File: config.mk
export PLATFORM = sky130hd
export DESIGN_NAME = permutation_xor
export DESIGN_NICKNAME = d
export VERILOG_FILES = /design/src/rtl/permutation_xor.sv
export SDC_FILE = /design/constraint.sdc
export NUM_CORES = 2
export LEC_CHECK = 0
export CORE_MARGIN = 2
export CORE_UTILIZATION = 30
export CTS_CLUSTER_DIAMETER = 80
export DETAILED_ROUTE_END_ITERATION = 16
export GPL_TIMING_DRIVEN = 1
export MAX_ROUTING_LAYER = met4
export PLACE_DENSITY = 0.53
export SLEW_MARGIN = 30
export SYNTH_ARGS = -nofsm -noshare
export SYNTH_HDL_FRONTEND = slang
export SYNTH_SLANG_ARGS = --single-unit
File: constraint.sdc
create_clock -name clock_i -period 3.5 [get_ports clock_i]
set_input_delay 0.7 -clock clock_i [delete_from_list [all_inputs] [get_ports clock_i]]
set_output_delay 0.7 -clock clock_i [all_outputs]
set_load 0.02 [all_outputs]
File: src/rtl/permutation_xor.sv
// permutation_xor: one ASCON permutation round per enabled clock edge.
// Optional tag tap on x3/x4 enabled by PERMUTATION_XOR_TAG_EN.
package ascon_pack;
  typedef logic [0:4][63:0] type_state;
endpackage

module permutation_xor
  import ascon_pack::*;
(
  input  logic           clock_i,
  input  logic           rst_i,
  input  type_state      S_i,
  input  logic           init_state_i,
  input  logic [3:0]     round_i,
  input  logic           ctrl_1_i,
  input  logic [127:0]   data_1_i,
  input  logic           ctrl_2_i,
  input  logic [191:0]   data_2_i,
  input  logic           write_enable_i,
  output logic [127:0]   cipher_o,
  output logic [127:0]   tag_o
);

  localparam logic [4:0] SBOX [0:31] = '{
    5'h04, 5'h0B, 5'h1F, 5'h14,
    5'h1A, 5'h15, 5'h09, 5'h02,
    5'h1B, 5'h05, 5'h08, 5'h12,
    5'h1D, 5'h03, 5'h06, 5'h1C,
    5'h1E, 5'h13, 5'h07, 5'h0E,
    5'h00, 5'h0D, 5'h11, 5'h18,
    5'h10, 5'h0C, 5'h01, 5'h19,
    5'h16, 5'h0A, 5'h0F, 5'h17
  };

  type_state state_q;
  type_state in_st;
  type_state rate_st;
  type_state cst_st;
  type_state sbx_st;
  type_state lin_st;
  type_state cap_st;

  logic [7:0] rc;
  logic [4:0] col;
  logic [4:0] sub;

  function automatic logic [63:0] ror(
    input logic [63:0] v,
    input logic [5:0]  n
  );
    return (v >> n) | (v << (7'd64 - {1'b0, n}));
  endfunction

  // datapath source: external load or the round register
  assign in_st = init_state_i ? S_i : state_q;

  // rate XOR on x0/x1 (absorb / encrypt)
  always_comb begin
    rate_st = in_st;
    if (ctrl_1_i) begin
      rate_st[0] = in_st[0] ^ data_1_i[127:64];
      rate_st[1] = in_st[1] ^ data_1_i[63:0];
    end
  end

  assign cipher_o = {rate_st[0], rate_st[1]};

  // round constant {~r, r} into the low byte of x2
  assign rc = {~round_i, round_i};

  always_comb begin
    cst_st    = rate_st;
    cst_st[2] = rate_st[2] ^ {56'h0, rc};
  end

  // 5-bit S-box applied to every bit column, x0 as MSB
  always_comb begin
    sbx_st = '0;
    col    = '0;
    sub    = '0;
    for (int j = 0; j < 64; j++) begin
      col = {cst_st[0][j], cst_st[1][j],
             cst_st[2][j], cst_st[3][j],
             cst_st[4][j]};
      sub = SBOX[col];
      sbx_st[0][j] = sub[4];
      sbx_st[1][j] = sub[3];
      sbx_st[2][j] = sub[2];
      sbx_st[3][j] = sub[1];
      sbx_st[4][j] = sub[0];
    end
  end

  // per-word linear diffusion
  always_comb begin
    lin_st[0] = sbx_st[0]
              ^ ror(sbx_st[0], 6'd19)
              ^ ror(sbx_st[0], 6'd28);
    lin_st[1] = sbx_st[1]
              ^ ror(sbx_st[1], 6'd61)
              ^ ror(sbx_st[1], 6'd39);
    lin_st[2] = sbx_st[2]
              ^ ror(sbx_st[2], 6'd1)
              ^ ror(sbx_st[2], 6'd6);
    lin_st[3] = sbx_st[3]
              ^ ror(sbx_st[3], 6'd10)
              ^ ror(sbx_st[3], 6'd17);
    lin_st[4] = sbx_st[4]
              ^ ror(sbx_st[4], 6'd7)
              ^ ror(sbx_st[4], 6'd41);
  end

  // capacity XOR on x2..x4 (key add at init/final)
  always_comb begin
    cap_st = lin_st;
    if (ctrl_2_i) begin
      cap_st[2] = lin_st[2] ^ data_2_i[191:128];
      cap_st[3] = lin_st[3] ^ data_2_i[127:64];
      cap_st[4] = lin_st[4] ^ data_2_i[63:0];
    end
  end

`ifdef PERMUTATION_XOR_TAG_EN
  assign tag_o = {cap_st[3], cap_st[4]};
`else
  assign tag_o = 128'h0;
`endif

  // state register: reset wins, otherwise load on enable
  always_ff @(posedge clock_i) begin
    if (rst_i) begin
      state_q <= '0;
    end else if (write_enable_i) begin
      state_q <= cap_st;
    end
  end

endmodule

# Word level (Yosys, flattened, before mapping)
# Memory sizes are Yosys's and may differ from the RTL's.
# Index checks and enable logic that the tools add are counted.
# word_totals
romBits	10240
register_bits	320
memories	64
out_inout_bits	256
in_bits	650
word_cells	355
# op_classes
bitwise_logic	91
magnitude_cmp	64
muxes	131
# memory_table
name	depth	word_bits	read_ports	rd_ports_with_merged_regs	wr	line_no	rtl
(name not given)	32	5	1	0	0	85	sub = SBOX[col];
(name not given)	32	5	1	0	0	85	
(name not given)	32	5	1	0	0	85	
(name not given)	32	5	1	0	0	85	
(name not given)	32	5	1	0	0	85	
(name not given)	32	5	1	0	0	85	
58 more memories	n/a	n/a	n/a	n/a	n/a	n/a	
# ops
cell	count
XOR 64 bit	15
2-to-1 mux 5 bit	128
>= comparator 6 bit, second input constant	64
inverter 5 -> 6 bit	64
2-to-1 mux 320 bit	1
2-to-1 mux 192 bit	1
2-to-1 mux 128 bit	1
OR 23 x 64 -> 64 bit	1
OR 25 x 64 -> 64 bit	1
OR 3 x 64 -> 64 bit	1
OR 36 x 64 -> 64 bit	1
OR 45 x 64 -> 64 bit	1
OR 47 x 64 -> 64 bit	1
OR 54 x 64 -> 64 bit	1
OR 57 x 64 -> 64 bit	1
OR 58 x 64 -> 64 bit	1
OR 63 x 64 -> 64 bit	1
XOR 64 x 8 -> 64 bit	1
inverter 4 bit	1

# Longest topological paths before layout
# logic_depth
depth_word	12
ltp_mapped	15
depth_no_buf	9

# Worst setup path before layout
# OpenSTA, ideal clock, no wires.
# synth_timing
path_kind	input to register
start	in init_state_i
end	reg state_q[192] (netlist bit)
arrival_ns	3.150
setup_time_ns	0.130
slack_ns	0.220
stages	14
path_cell_list	buf_6 > buf_12 > buf_8 > buf_6 > buf_6 > mux2i_1 > inv_1 > ha_1 > or3_1 > nand4_1 > xnor2_1 > xnor2_1 > mux2i_1 > o21ai_0
# synth_between
elab_chain_len	10
elab_cells_between_ends	21
# synth_rtl
element	line_no	rtl
start: declaration	13	input logic init_state_i,
2-to-1 mux 320 bit (*)	55	assign in_st = init_state_i ? S_i : state_q;
XOR 64 bit (on tied branches)	62, 61	
2-to-1 mux 128 bit	60	if (ctrl_1_i) begin
inverter 5 -> 6 bit (not written as such)	85	
memory read (32 x 5 bit)	n/a	
2-to-1 mux 5 bit (not written as such) (2 in series)	85	
OR 3 x 64 -> 64 bit	51	return (v >> n) | (v << (7'd64 - {1'b0, n}));
XOR 64 bit	100	^ ror(sbx_st[1], 6'd61)
XOR 64 bit (*)	101	^ ror(sbx_st[1], 6'd39);
end signal: assignment	134	state_q <= cap_st;
end: declaration	35	type_state state_q;
# Mark *: on every way between the ends. The rest lies on a longest branch, timed or not. The select of a mux whose other input is x is not followed.
# A chain may end at the register's enable or synchronous reset.

# Worst setup path in the final report
# layout_timing
start	in init_state_i
end	out cipher_o[22]
# layout_between
elab_chain_len	3
# layout_rtl
element	line_no	rtl
2-to-1 mux 320 bit (*)	55	
XOR 64 bit	62	rate_st[1] = in_st[1] ^ data_1_i[63:0];
2-to-1 mux 128 bit (*)	60	
end: declaration	20	output logic [127:0] cipher_o,
# Mark *: on every way between the ends. The rest lies on a longest branch, timed or not.

==> results.cfg <==
[clock_network]
clkSinkCount = 320
clock_latency_ns = 0.65
htree_num_levels = 2
cts_tree = yes
cts_buffers = 48
clock_path_buffers = 3
cts.clk_slew.worst_paths_ns = 0.06
postCtsSetupBuffers = 0
cts_root_buf = clkbuf_16

[sta]
hold_viol_final = 0
slew-limit-headroom = 0.2512
rsz0062_at_grt = false
timing.fmax_mhz = 286.0
drv_slew = 0
min_period_ns = 3.497
setup_violations = 0
worst_pin_slew_ns = 1.123
fin_skew_ns = 0.03859
fin_ws_ns = 0.003373
period_share = 0.9990

[power_and_ir_drop]
power.internal_mw = 32.85
comb_power_share = 0.813
vdd_ir_drop_max_uv = 531.5
clock_power_share = 0.083
p_leak_nw = 24.24
power.switching_mw = 31.46
powerDensity_nw_per_um2 = 1165
sequentialPowerShare = 0.104
finalPower_mw = 64.31
swShare = 0.4891

[yosys]
yosys.cell_types.count = 59
synth_area_um2 = 36390
syn_avg_cell_area_um2 = 8.521
async_reset_ff_frac = 0
ys_seq_area_frac = 0.1760
synth.top_cell.area_share = 0.1807
ys_ff_latch = 320
synthTopCellsByArea = xnor2_1, dfxtp_1, mux2i_1
synth_largest_area_cell = xnor2_1
ys.flop_type = dfxtp_1
synth_edf_count = 0
ys_warn_count = 0
syn_inst = 4271

[routing]
wl_per_cell_um = 28.60
drt_iter0_drc = 3485
post-route-drc-count = 0
vias = 37830
ant_nets = 0
drt_pass1_iterations = 6
wirelength_mm = 217.9
via_per_inst = 4.964

[grt]
grt_max_degree = 212
gr-usage-all-layers = 0.3464
gr-total-overflow = 0
grt_pass1_wl_mm = 290.5
grt_antenna_before_repair = 12
grt_pass1_vias = 36120

[setup_path]
crit_type = in2out
critPathMaxFanout = 24
arrival_ns = 2.80
startpoint_type = primary input
crit_required_ns = 2.80
worst_setup_path_end_kind = output port

[layout]
reg_top3 = state_q x320
fin_util = 0.4595
largest_reg_flops = 320
layout.nets = 6738
fillers = 12090
drive_gt1_frac = 0.2534
syn_to_final_growth_pct = 51.67
multiInputGateArea_um2 = 27560
regMostFlops = state_q
sequential_cell_area_um2 = 6406
fin_area_um2 = 55200

[job]
drv_cap = 0

[place]
postPlaceCellArea_um2 = 53490
port_buffers = 777
dp_hpwl_mm = 187.9
gp_congestion = 1.030
place_ws_ns = -0.4006

[floorplanning]
initial_core_util = 0.3030
die-area_um2 = 124100
io_pins = 906
core-area_um2 = 120100
die_w_um = 352.3
rows = 127
die_h_um = 352.3

[hold_path]
worstHoldPathType = in2reg

[run_status]
outcome = finished, final reports clean
-- power groups by stage --
stage	clock network, mW	registers, mW	logic [mW]
floorplan	0	5.81	25.8
global placement	0	6.65	51.0
detailed placement	0	6.63	51.1
CTS	5.42	6.58	51.5
global route	5.53	6.70	54.2
finish	5.37	6.66	52.3
-- path summary, 6_finish.rpt --
path	endpoint	slack (ns)	cells past startpoint	start
max	cipher_o[22]	0.003	7	init_state_i
min	state_q[306]$_SDFFE_PP0P_	0.41	2	write_enable_i
max reg2reg	state_q[243]$_SDFFE_PP0P_	0.42	12	state_q[218]$_SDFFE_PP0P_
min reg2reg	state_q[147]$_SDFFE_PP0P_	0.48	2	state_q[147]$_SDFFE_PP0P_
-- routing by layer --
layer / routed length [µm] / share of wire / GRT usage / vias to the layer above
met2: 99480 / 0.46 / 0.5489 / 1745
met4: 11010 / 0.051 / 0.1513 / 0
li1: - / - / - / 17450
met5: 0 / 0 / - / -
met1: 91690 / 0.42 / 0.4375 / 18340
met3: 15750 / 0.072 / 0.04962 / 297
-- synthesized netlist by cell type (6+ instances only) --
master,number
xnor2_1,751
nand2_1,533
mux2i_1,355
dfxtp_1,320
xor2_1,304
nor2_1,300
a211oi_1,218
inv_1,208
o21ai_0,152
buf_4,134
ha_1,128
clkbuf_1,126
xnor2_2,113
a21oi_1,81
mux2_2,57
mux2i_2,53
inv_2,41
nand3_1,38
o22ai_1,35
a32oi_1,30
buf_6,27
o221ai_1,27
mux2i_4,25
a32o_1,24
nor2b_1,20
or3_1,19
xnor3_1,15
nand3b_1,13
nor3_1,11
xnor2_4,11
xor2_2,11
buf_2,7
o211ai_1,7
o221ai_2,6
o311ai_0,6
-- layout make-up --
class / instances / share of cell area
antenna: 11 / 0.0004987
clock buffer: 67 / 0.02509
clock inverter: 21 / 0.004942
inverter: 249 / 0.01693
multi-input combinational: 3521 / 0.4992
sequential: 320 / 0.1161
tap: 1612 / 0.03654
timing repair buffer: 1820 / 0.3007
-- logic make-up after synthesis --
family / count (synthesis) / share of synthesized area
and+or+nand+nor: 955 / 0.1056
DFF: 320 / 0.1760
other: 1 / 0.0001030
AOI/OAI and AO/OA: 609 / 0.1139
muxes: 490 / 0.1508
adders and majority gates: 133 / 0.04538
buffers and inverters: 557 / 0.08059
xor gates and xnor gates: 1206 / 0.3276
-- timing repair --
action | CTS | global route
gates cloned | 0 | 0
gates resized for setup | 3 | 2
setup endpoints to repair | 4 | 2
hold buffers | 0 | 0
-- worst max-delay path, cell delays in order --
cell and delay [ns]:
buf_12 0.23, buf_4 0.24, buf_4 0.14, mux2i_1 0.10, xnor2_2 0.48, inv_1 0.21, clkdlybuf4s50_1 0.65
-- layout by cell type, fill, tap and decap left out, types with 15 or more instances in the layout --
master	n
o221ai_1	27
nand2_1	533
a32oi_1	30
inv_2	41
clkbuf_16	50
dfxtp_1	320
nor2b_1	20
nand3_1	38
conb_1	128
xnor2_1	748
or3_1	19
inv_1	208
o21ai_0	152
xnor2_2	116
mux2i_1	355
buf_4	1018
a211oi_1	218
a32o_1	24
nor2_1	300
mux2i_2	53
mux2_2	57
xnor3_1	15
xor2_1	304
clkdlybuf4s50_1	706
ha_1	128
a21oi_1	81
mux2i_4	25
buf_12	91
o22ai_1	35
-- through the flow --
stage	std cells	TNS [ns]	hold WS, ns
after global routing	7619	0	0.4090
after detailed placement	7522	-11.69	0.4668
after CTS	7610	0	0.3862
after global placement	7522	-11.22	0.4625
after floorplan	4398	0	0.4443
final	7621	0	0.4132
Note: power is estimated with default switching activity, not from simulation.
